--- src/rtl/ssd_defs.sv ---
// Shared constants for the calculator result display: active-low segment
// patterns {a,b,c,d,e,f,g}, converter FSM states and digit count.
package ssd_defs;

  localparam int BCD_DIGITS = 5;

  localparam logic [6:0] SEG_0     = 7'b0000001;
  localparam logic [6:0] SEG_1     = 7'b1001111;
  localparam logic [6:0] SEG_2     = 7'b0010010;
  localparam logic [6:0] SEG_3     = 7'b0000110;
  localparam logic [6:0] SEG_4     = 7'b1001100;
  localparam logic [6:0] SEG_5     = 7'b0100100;
  localparam logic [6:0] SEG_6     = 7'b0100000;
  localparam logic [6:0] SEG_7     = 7'b0001111;
  localparam logic [6:0] SEG_8     = 7'b0000000;
  localparam logic [6:0] SEG_9     = 7'b0000100;
  localparam logic [6:0] SEG_E     = 7'b0110000;
  localparam logic [6:0] SEG_R     = 7'b1111010;
  localparam logic [6:0] SEG_BLANK = 7'b1111111;

  typedef enum logic {
    IDLE = 1'b0,
    CONV = 1'b1
  } conv_state_e;

  function automatic logic [6:0] seg_encode(input logic [3:0] digit);
    logic [6:0] seg;
    case (digit)
      4'd0:    seg = SEG_0;
      4'd1:    seg = SEG_1;
      4'd2:    seg = SEG_2;
      4'd3:    seg = SEG_3;
      4'd4:    seg = SEG_4;
      4'd5:    seg = SEG_5;
      4'd6:    seg = SEG_6;
      4'd7:    seg = SEG_7;
      4'd8:    seg = SEG_8;
      4'd9:    seg = SEG_9;
      default: seg = SEG_BLANK;
    endcase
    return seg;
  endfunction

endpackage

--- src/rtl/bin2bcd_seq.sv ---
// Sequential double-dabble: 16-bit binary to 5 BCD digits, one bit per cycle.
// Done and Bcd are valid combinationally during the final step so the owner can latch them.
module bin2bcd_seq
  import ssd_defs::*;
(
  input  logic                      Clk,
  input  logic                      Reset,
  input  logic                      Start,
  input  logic [15:0]               Bin,
  output logic                      Busy,
  output logic                      Done,
  output logic [4*BCD_DIGITS-1:0]   Bcd
);

  conv_state_e             state_q;
  logic [15:0]             bin_q;
  logic [4*BCD_DIGITS-1:0] work_q;
  logic [4*BCD_DIGITS-1:0] adj_d;
  logic [4*BCD_DIGITS-1:0] work_d;
  logic [3:0]              step_q;
  logic                    busy_q;

  // Add 3 to every nibble of 5 or more, then shift in the next binary MSB.
  always_comb begin
    adj_d = work_q;
    for (int i = 0; i < BCD_DIGITS; i++) begin
      if (work_q[4*i +: 4] >= 4'd5) begin
        adj_d[4*i +: 4] = work_q[4*i +: 4] + 4'd3;
      end
    end
    work_d = {adj_d[4*BCD_DIGITS-2:0], bin_q[15]};
  end

  always_ff @(posedge Clk or posedge Reset) begin
    if (Reset) begin
      state_q <= IDLE;
      bin_q   <= '0;
      work_q  <= '0;
      step_q  <= '0;
      busy_q  <= 1'b0;
    end else if (Start) begin
      state_q <= CONV;
      bin_q   <= Bin;
      work_q  <= '0;
      step_q  <= '0;
      busy_q  <= 1'b1;
    end else begin
      case (state_q)
        IDLE: begin
          busy_q <= 1'b0;
        end
        CONV: begin
          bin_q  <= {bin_q[14:0], 1'b0};
          work_q <= work_d;
          step_q <= step_q + 4'd1;
          if (step_q == 4'd15) begin
            state_q <= IDLE;
            busy_q  <= 1'b0;
          end
        end
        default: begin
          state_q <= IDLE;
          busy_q  <= 1'b0;
        end
      endcase
    end
  end

  // A restart on the last step must not publish the abandoned result.
  assign Done = (state_q == CONV) && (step_q == 4'd15) && !Start;
  assign Bcd  = work_d;
  assign Busy = busy_q;

endmodule

--- src/rtl/ssd_result_display.sv ---
// Calculator result display: BCD conversion plus 8-digit active-low scan.
// Define SSD_LZB_EN to blank leading zeros on An4..An1.
module ssd_result_display
  import ssd_defs::*;
#(
  parameter int SCAN_LSB = 17
) (
  input  logic        Clk,
  input  logic        Reset,
  input  logic [15:0] Value,
  input  logic        Load,
  input  logic        Err,
  output logic        Busy,
  output logic [7:0]  An,
  output logic [6:0]  Cath,
  output logic        Dp
);

  logic                    convDone;
  logic [4*BCD_DIGITS-1:0] convBcd;
  logic [4*BCD_DIGITS-1:0] shown_q;
  logic [SCAN_LSB+2:0]     scan_q;
  logic [2:0]              digIdx;
  logic [3:0]              digit;
  logic                    digLit;
  logic [7:0]              an_q;
  logic [7:0]              an_d;
  logic [6:0]              cath_q;
  logic [6:0]              cath_d;

  bin2bcd_seq u_conv (
    .Clk   (Clk),
    .Reset (Reset),
    .Start (Load),
    .Bin   (Value),
    .Busy  (Busy),
    .Done  (convDone),
    .Bcd   (convBcd)
  );

  always_ff @(posedge Clk or posedge Reset) begin
    if (Reset) begin
      shown_q <= '0;
      scan_q  <= '0;
      an_q    <= 8'hFF;
      cath_q  <= SEG_BLANK;
    end else begin
      if (convDone) begin
        shown_q <= convBcd;
      end
      scan_q <= scan_q + 1'b1;
      an_q   <= an_d;
      cath_q <= cath_d;
    end
  end

  // Digit select, optional leading-zero blanking and segment encoding.
  always_comb begin
    digIdx = scan_q[SCAN_LSB+2:SCAN_LSB];
    digit  = 4'd0;
    digLit = 1'b0;
    case (digIdx)
      3'd0: begin digit = shown_q[3:0];   digLit = 1'b1; end
`ifdef SSD_LZB_EN
      3'd1: begin digit = shown_q[7:4];   digLit = |shown_q[19:4];  end
      3'd2: begin digit = shown_q[11:8];  digLit = |shown_q[19:8];  end
      3'd3: begin digit = shown_q[15:12]; digLit = |shown_q[19:12]; end
      3'd4: begin digit = shown_q[19:16]; digLit = |shown_q[19:16]; end
`else
      3'd1: begin digit = shown_q[7:4];   digLit = 1'b1; end
      3'd2: begin digit = shown_q[11:8];  digLit = 1'b1; end
      3'd3: begin digit = shown_q[15:12]; digLit = 1'b1; end
      3'd4: begin digit = shown_q[19:16]; digLit = 1'b1; end
`endif
      default: begin digit = 4'd0; digLit = 1'b0; end
    endcase

    if (Err) begin
      case (digIdx)
        3'd2:      cath_d = SEG_E;
        3'd1, 3'd0: cath_d = SEG_R;
        default:   cath_d = SEG_BLANK;
      endcase
    end else if (digLit) begin
      cath_d = seg_encode(digit);
    end else begin
      cath_d = SEG_BLANK;
    end

    an_d = ~(8'd1 << digIdx);
  end

  assign An   = an_q;
  assign Cath = cath_q;
  assign Dp   = 1'b1;

endmodule
--- config.mk ---
export PLATFORM = sky130hd
export DESIGN_NAME = ssd_result_display
export DESIGN_NICKNAME = d
export VERILOG_FILES = /design/src/rtl/ssd_defs.sv /design/src/rtl/bin2bcd_seq.sv /design/src/rtl/ssd_result_display.sv
export SDC_FILE = /design/constraint.sdc
export NUM_CORES = 1
export LEC_CHECK = 0
export CAP_MARGIN = 20
export CORE_MARGIN = 4
export CORE_UTILIZATION = 55
export CTS_CLUSTER_DIAMETER = 150
export CTS_CLUSTER_SIZE = 28
export DETAILED_ROUTE_END_ITERATION = 6
export GPL_TIMING_DRIVEN = 1
export PLACE_DENSITY = 0.87
export SETUP_SLACK_MARGIN = 0.15
export SLEW_MARGIN = 30
export SYNTH_ARGS = -nofsm -noshare
export SYNTH_HDL_FRONTEND = slang
export SYNTH_SLANG_ARGS = --single-unit
--- constraint.sdc ---
create_clock -name Clk -period 5.6 [get_ports Clk]
set_input_delay 0.84 -clock Clk [delete_from_list [all_inputs] [get_ports Clk]]
set_output_delay 0.84 -clock Clk [all_outputs]
set_load 0.005 [all_outputs]
Word-level counts from Yosys, hierarchy flattened

Memories as Yosys holds them, arrays and structs flattened.
Cells that the tools add are included.

Bits in registers: 97
Bits in read-only memories: 112
Input port bits: 20
Output and inout port bits: 17
Memories: 1

Memory list:

| name            | depth | width | rd ports | clocked after memory_dff | write ports | RTL line       | RTL |
|---|---|---|---|---|---|---|---|
| (no name shown) | 16    | 7     | 1        | 0                        | 0           | ssd_defs.sv:28 | `case (digit)` |

Add/sub/neg operators: 7
$lt $le $gt $ge: 5
Equality and inequality tests: 6
Shift-type cells: 1
Muxes and demuxes: 22
Bitwise logic cells: 2
Reductions and logical operators: 7

Operators by type and width:

| operator              | count |
|---|---|
| $mux 20               | 2 |
| $mux 16               | 2 |
| $mux 4                | 6 |
| $add 20x1->20 const B | 1 |
| $ge 4x3->1 const B    | 5 |
| $pmux 4 s5            | 1 |
| $add 4x2->4 const B   | 4 |
| $mux 7                | 2 |
| $pmux 7 s2            | 1 |
| $not 8->8             | 1 |
| $shl 1x3->8 const A   | 1 |
| $eq 3x2->1 const B    | 2 |
| $mux 1                | 6 |
| $reduce_or 5->1       | 1 |
| $add 4x1->4 const B   | 1 |
| $eq 4x4->1 const B    | 1 |
| $add 3x2->3 const B   | 1 |
| $eq 3x1->1 const B    | 1 |
| $eq 3x3->1 const B    | 1 |
| $logic_not 3->1       | 1 |
| $mux 3                | 1 |
| $ne 3x3->1 const B    | 1 |
| $logic_and 1x1->1     | 2 |
| $pmux 1 s2            | 1 |
| other kinds (4)       | 4 |

Longest topological paths before layout

Word-level depth: 5
Mapped depth: 9
Depth with buffers taken out: 7

Hierarchy

From an unflattened synthesis, not the netlist that was laid out.

Cells, all modules: 452
Area total of the unflattened synthesis: 4901.0 um2

By module, submodules not included:

| module             | times used | cells each | area each (um2) | seq. area each (um2) |
|---|---|---|---|---|
| ssd_result_display | 1          | 194        | 2497.4          | 1395.1 |
| bin2bcd_seq        | 1          | 258        | 2403.6          | 1051.0 |

Worst setup path before layout

Ideal clock, no wire load.

Path type: register to register
Start point: reg scan_q[19]
End point: reg cath_q[0], in the netlist Cath[0]
Library setup time: 0.097 ns
Arrival: 1.909 ns
Data required time: 5.503 ns
Slack: 3.594 ns
Cell stages (with the launch flop): 10
Path buffers: 2
Clock period less this slack: 2.006 ns
Cells stage by stage: dfrtp_1 buf_6 buf_2 nand3b_1 o21ai_0 o21ai_0 inv_1 ha_1 nor4b_1 a211oi_1

Cells in the longest elaborated chain, start to end: 5
Elaborated cells between the ends (all ways): 13

RTL lines:

| item                                          | RTL line                 | RTL |
|---|---|---|
| from (decl)                                   | ssd_result_display.sv:22 | `logic [SCAN_LSB+2:0] scan_q;` |
| from (signal assigned)                        | ssd_result_display.sv:51 | `scan_q <= scan_q + 1'b1;` |
| $eq 3x3->1 (tied with other cells)            | ssd_result_display.sv:62 | `case (digIdx)` |
| $pmux 4 s5 or $reduce_or 5->1 (tied branches) | -                        |  |
| $mem_v2 16x7 or $mux 1 (tied branches)        | -                        |  |
| $mux 7                                        | ssd_result_display.sv:84 | `end else if (digLit) begin` |
| $mux 7 (*)                                    | ssd_result_display.sv:78 | `if (Err) begin` |
| net cath_d[0]                                 | ssd_result_display.sv:29 | `logic [6:0] cath_d;` |
| to (signal assigned)                          | ssd_result_display.sv:53 | `cath_q <= cath_d;` |
| to (decl)                                     | ssd_result_display.sv:28 | `logic [6:0] cath_q;` |

The timed path passes the listed nets; every way through them passes the cells marked *.
A chain may end at the register's enable or synchronous reset.

Final worst setup path

Start point: reg scan_q[18]
End point: reg cath_q[0], in the netlist Cath[0]

Same word-level chain as after synthesis.

==> flow_metrics.tcl <==
set metrics [dict create \
    start_util_pct 57.3 \
    synth_top_family_by_area "simple AND/OR/NAND/NOR gates" \
    setup_violations 0 \
    hold_buffers 0 \
    grt_max_degree 60 \
    worstHoldPathCells 1 \
    finalCritPeriodShare_pct 48.0 \
    routed_via_density 5.64 \
    clk_latency_ns 0.36 \
    clkTransAtPathRegs_ns 0.10 \
    synth.distinct_cells 44 \
    cts_tree "done" \
    route.detailed.drc 0 \
    synthCells 444 \
    gr-total-overflow 0 \
    rr_endpoint "Cath[0]$_DFF_PP1_" \
    synthXorXnorAreaFrac_pct 4.97 \
    rrSetupSlack_ns 2.91 \
    drive_gt1_share_pct 11.8 \
    r2r_cells 7 \
    crit_chain "mux2i_1 -> o21ai_0 -> o21ai_0 -> inv_1 -> ha_1 -> nor4b_1 -> a211oi_1" \
    grt_pass1_vias 3289 \
    cp_common_cell "o21ai_0" \
    syn-cell-area_mm2 0.00475 \
    ys_seq_elements 97 \
    io_buffers 35 \
    core_area_mm2 0.00830 \
    synthFlopType "dfrtp_1" \
    max_slew_margin_pct 36.7 \
    cap_violations 0 \
    worstHoldEndpoint "scan_q[4]$_DFF_PP0_" \
    cp_slowest_cell "dfrtp_1" \
    yosysWarningCount 0 \
    p_sw_mw 0.305 \
    start_kind "register" \
    outcome "completed" \
    period_minus_slack_ns 2.69 \
    ir_drop_mv 0.110 \
    tns_ns 0 \
    totalWireLength_um 8890 \
    die_area_mm2 0.0102 \
    nFillCells 614 \
    hp-start "scan_q[4]$_DFF_PP0_" \
    antenna_found_initial 0 \
    path_class "register to register" \
    final_util_pct 64.8 \
    synth_nets 482 \
    final-hold-violation-count 0 \
    gp_congestion 0.885 \
    grt_pass1_wl_um 15100 \
    cpLargestDelayFamily "compound AO/OA/AOI/OAI gates" \
    placementRows 33 \
    die_w_um 101 \
    grt_usage_pct 18.6 \
    dp_hpwl_um 6040 \
    h-tree-depth 3 \
    swShare_pct 22.7 \
    tightest_slew_ns 0.950 \
    slew_violations 0 \
    post_cts_resized 0 \
    combPwrFrac_pct 6.4 \
    yosys.area_share.simple_pct 14.3 \
    critPathMaxFanout 17 \
    seq_area_frac_synth_pct 51.4 \
    final_nets 508 \
    drt_first_pass_iters 4 \
    rr_startpoint "scan_q[18]$_DFF_PP0_" \
    ios 37 \
    design_area_mm2 0.00538 \
    synth_compound_area_share_pct 9.87 \
    cp.arrival_ns 2.97 \
    power_frac_seq_pct 54.9 \
    synth-async-reset-ratio_pct 100 \
    end_kind "register" \
    avgSynthCellArea_um2 10.7 \
    dpl-instance-area_mm2 0.00513 \
    fin_skew_ns 0.0114 \
    die_h_um 101 \
    clkPwrFrac_pct 38.7 \
    layout_setup_ws_ns 2.91 \
    place_ws_ns 3.00 \
    syn2layout_area_growth_pct 13.1 \
    synth_top_area_share_pct 43.2 \
    critPathMaxStageDelay_ns 0.76 \
    path_buf_inv 1 \
    clock-sinks 97 \
    grt_setup_unrepaired "false" \
    power_density_mw_per_mm2 249 \
    drtIter0Drc 202 \
    max_clock_freq_mhz 372 \
    synthMuxAreaShare_pct 10.7 \
    final_cell_count_no_fill 580 \
    yosys-top-cells-area "dfrtp_1, dfstp_2, mux2i_1" \
    ant_nets 0 \
    hold_path.class "register to register" \
    wire_per_inst_um 15.3 \
    antenna_cells 0 \
    critPathRequiredTime_ns 5.88 \
    synth_enable_flop_cells 0 \
    yosys.area.top_type "dfrtp_1" \
    postCtsSetupBuffers 0 \
    clk_path_buf_depth 2 \
    p_leak_nw 2.51 \
    dp_cells 564 \
    via_count 3269 \
    p_int_mw 1.04 \
    cts_buffers 9 \
    synthAdderAreaFrac_pct 4.74 \
    cts-root-buf "clkbuf_8" \
]
[stage by stage]
step	hold slack, ns	power, mW
final	0.480	1.34
after global routing	0.502	1.39
after detailed placement	0.463	0.835
after CTS	0.481	1.35
after global placement	0.455	0.829
after floorplan	0.438	0.798
[cell families after synthesis]
| logic type | Yosys count |
|---|---|
| AO/OA/AOI/OAI | 79 |
| XOR/XNOR | 27 |
| adder cells (fa/ha/maj) | 18 |
| buffers and inverters | 39 |
| flip-flops | 97 |
| multiplexers | 49 |
| other | 1 |
| AND/OR/NAND/NOR | 134 |
[final cells by class]
class / instances / area, µm² / share of cell area (%)
Timing Repair Buffer: 37 / 360 / 6.70
Clock inverter: 4 / 53.8 / 1.00
Sequential cell: 97 / 2450 / 45.6
Inverter: 17 / 66.3 / 1.23
Multi-Input combinational cell: 308 / 2130 / 39.6
Tap cell: 105 / 131 / 2.44
Clock buffer: 12 / 188 / 3.49
[worst max-delay path by stage]
stage	startpoint	to	slack, ns	depth (start not counted)
3_3_place_gp	Reset	scan_q[16]$_DFF_PP0_	3.17	3
3_5_place_dp	scan_q[18]$_DFF_PP0_	Cath[0]$_DFF_PP1_	3.00	7
2_1_floorplan	Reset	scan_q[0]$_DFF_PP0_	2.25	1
4_1_cts	scan_q[18]$_DFF_PP0_	Cath[0]$_DFF_PP1_	2.97	7
5_1_grt	scan_q[18]$_DFF_PP0_	Cath[0]$_DFF_PP1_	2.67	7
6_report	scan_q[18]$_DFF_PP0_	Cath[0]$_DFF_PP1_	2.91	7
[layout by cell type, fill, tap and decap left out, drive strengths merged, types with 15 or more instances in the layout]
cell           instances
nor2                  37
a21oi                 32
dfstp                 15
clkdlybuf4s50         34
dfrtp                 82
o21ai                 30
ha                    18
nand2                 34
inv                   18
xnor2                 19
nand3                 16
mux2i                 37
[layer usage]
layer	GRT usage, %	part of all wire [%]
met5	0	0
met4	9.30	2.7
met2	31.5	52
met3	2.84	2.3
met1	23.2	43
[Yosys cell counts (all sizes together), types with 2 or more instances]
library cell / instances
nor2: 37
nand4: 7
a31oi: 3
nand3: 16
and2: 2
nand2: 34
xor2: 8
clkbuf: 13
xnor2: 19
a221oi: 2
a211oi: 8
nor3b: 12
mux2: 12
mux2i: 37
o21ai: 30
a21oi: 32
inv: 17
buf: 9
nand2b: 7
dfstp: 15
nor3: 5
and3: 3
nand3b: 6
dfrtp: 82
ha: 18
[worst reg2reg max path: cells and delay by family, from the launching register on]
family	cells	cell delay, ns
simple gates	1	0.35
flops	1	0.76
compound gates	3	0.79
buf+inv	1	0.18
fa+ha+maj	1	0.26
mux	1	0.25
[flip-flops by register name, indices dropped and copies added (netlist names)]
signal / cells
An: 8
Cath: 7
scan_q: 20
shown_q: 20
u_conv.Busy: 1
u_conv.bin_q: 16
u_conv.state_q: 1
u_conv.step_q: 4
u_conv.work_q: 20
[power by group through the flow]
stage | sequential (mW) | clock [mW] | combinational (mW)
2_1_floorplan | 0.745 | 0 | 0.0528
3_3_place_gp | 0.748 | 0 | 0.0812
3_5_place_dp | 0.750 | 0 | 0.0855
4_1_cts | 0.736 | 0.525 | 0.0862
5_1_grt | 0.739 | 0.557 | 0.0968
6_report | 0.736 | 0.519 | 0.0853
No activity file was read; power rests on OpenSTA's default activity.
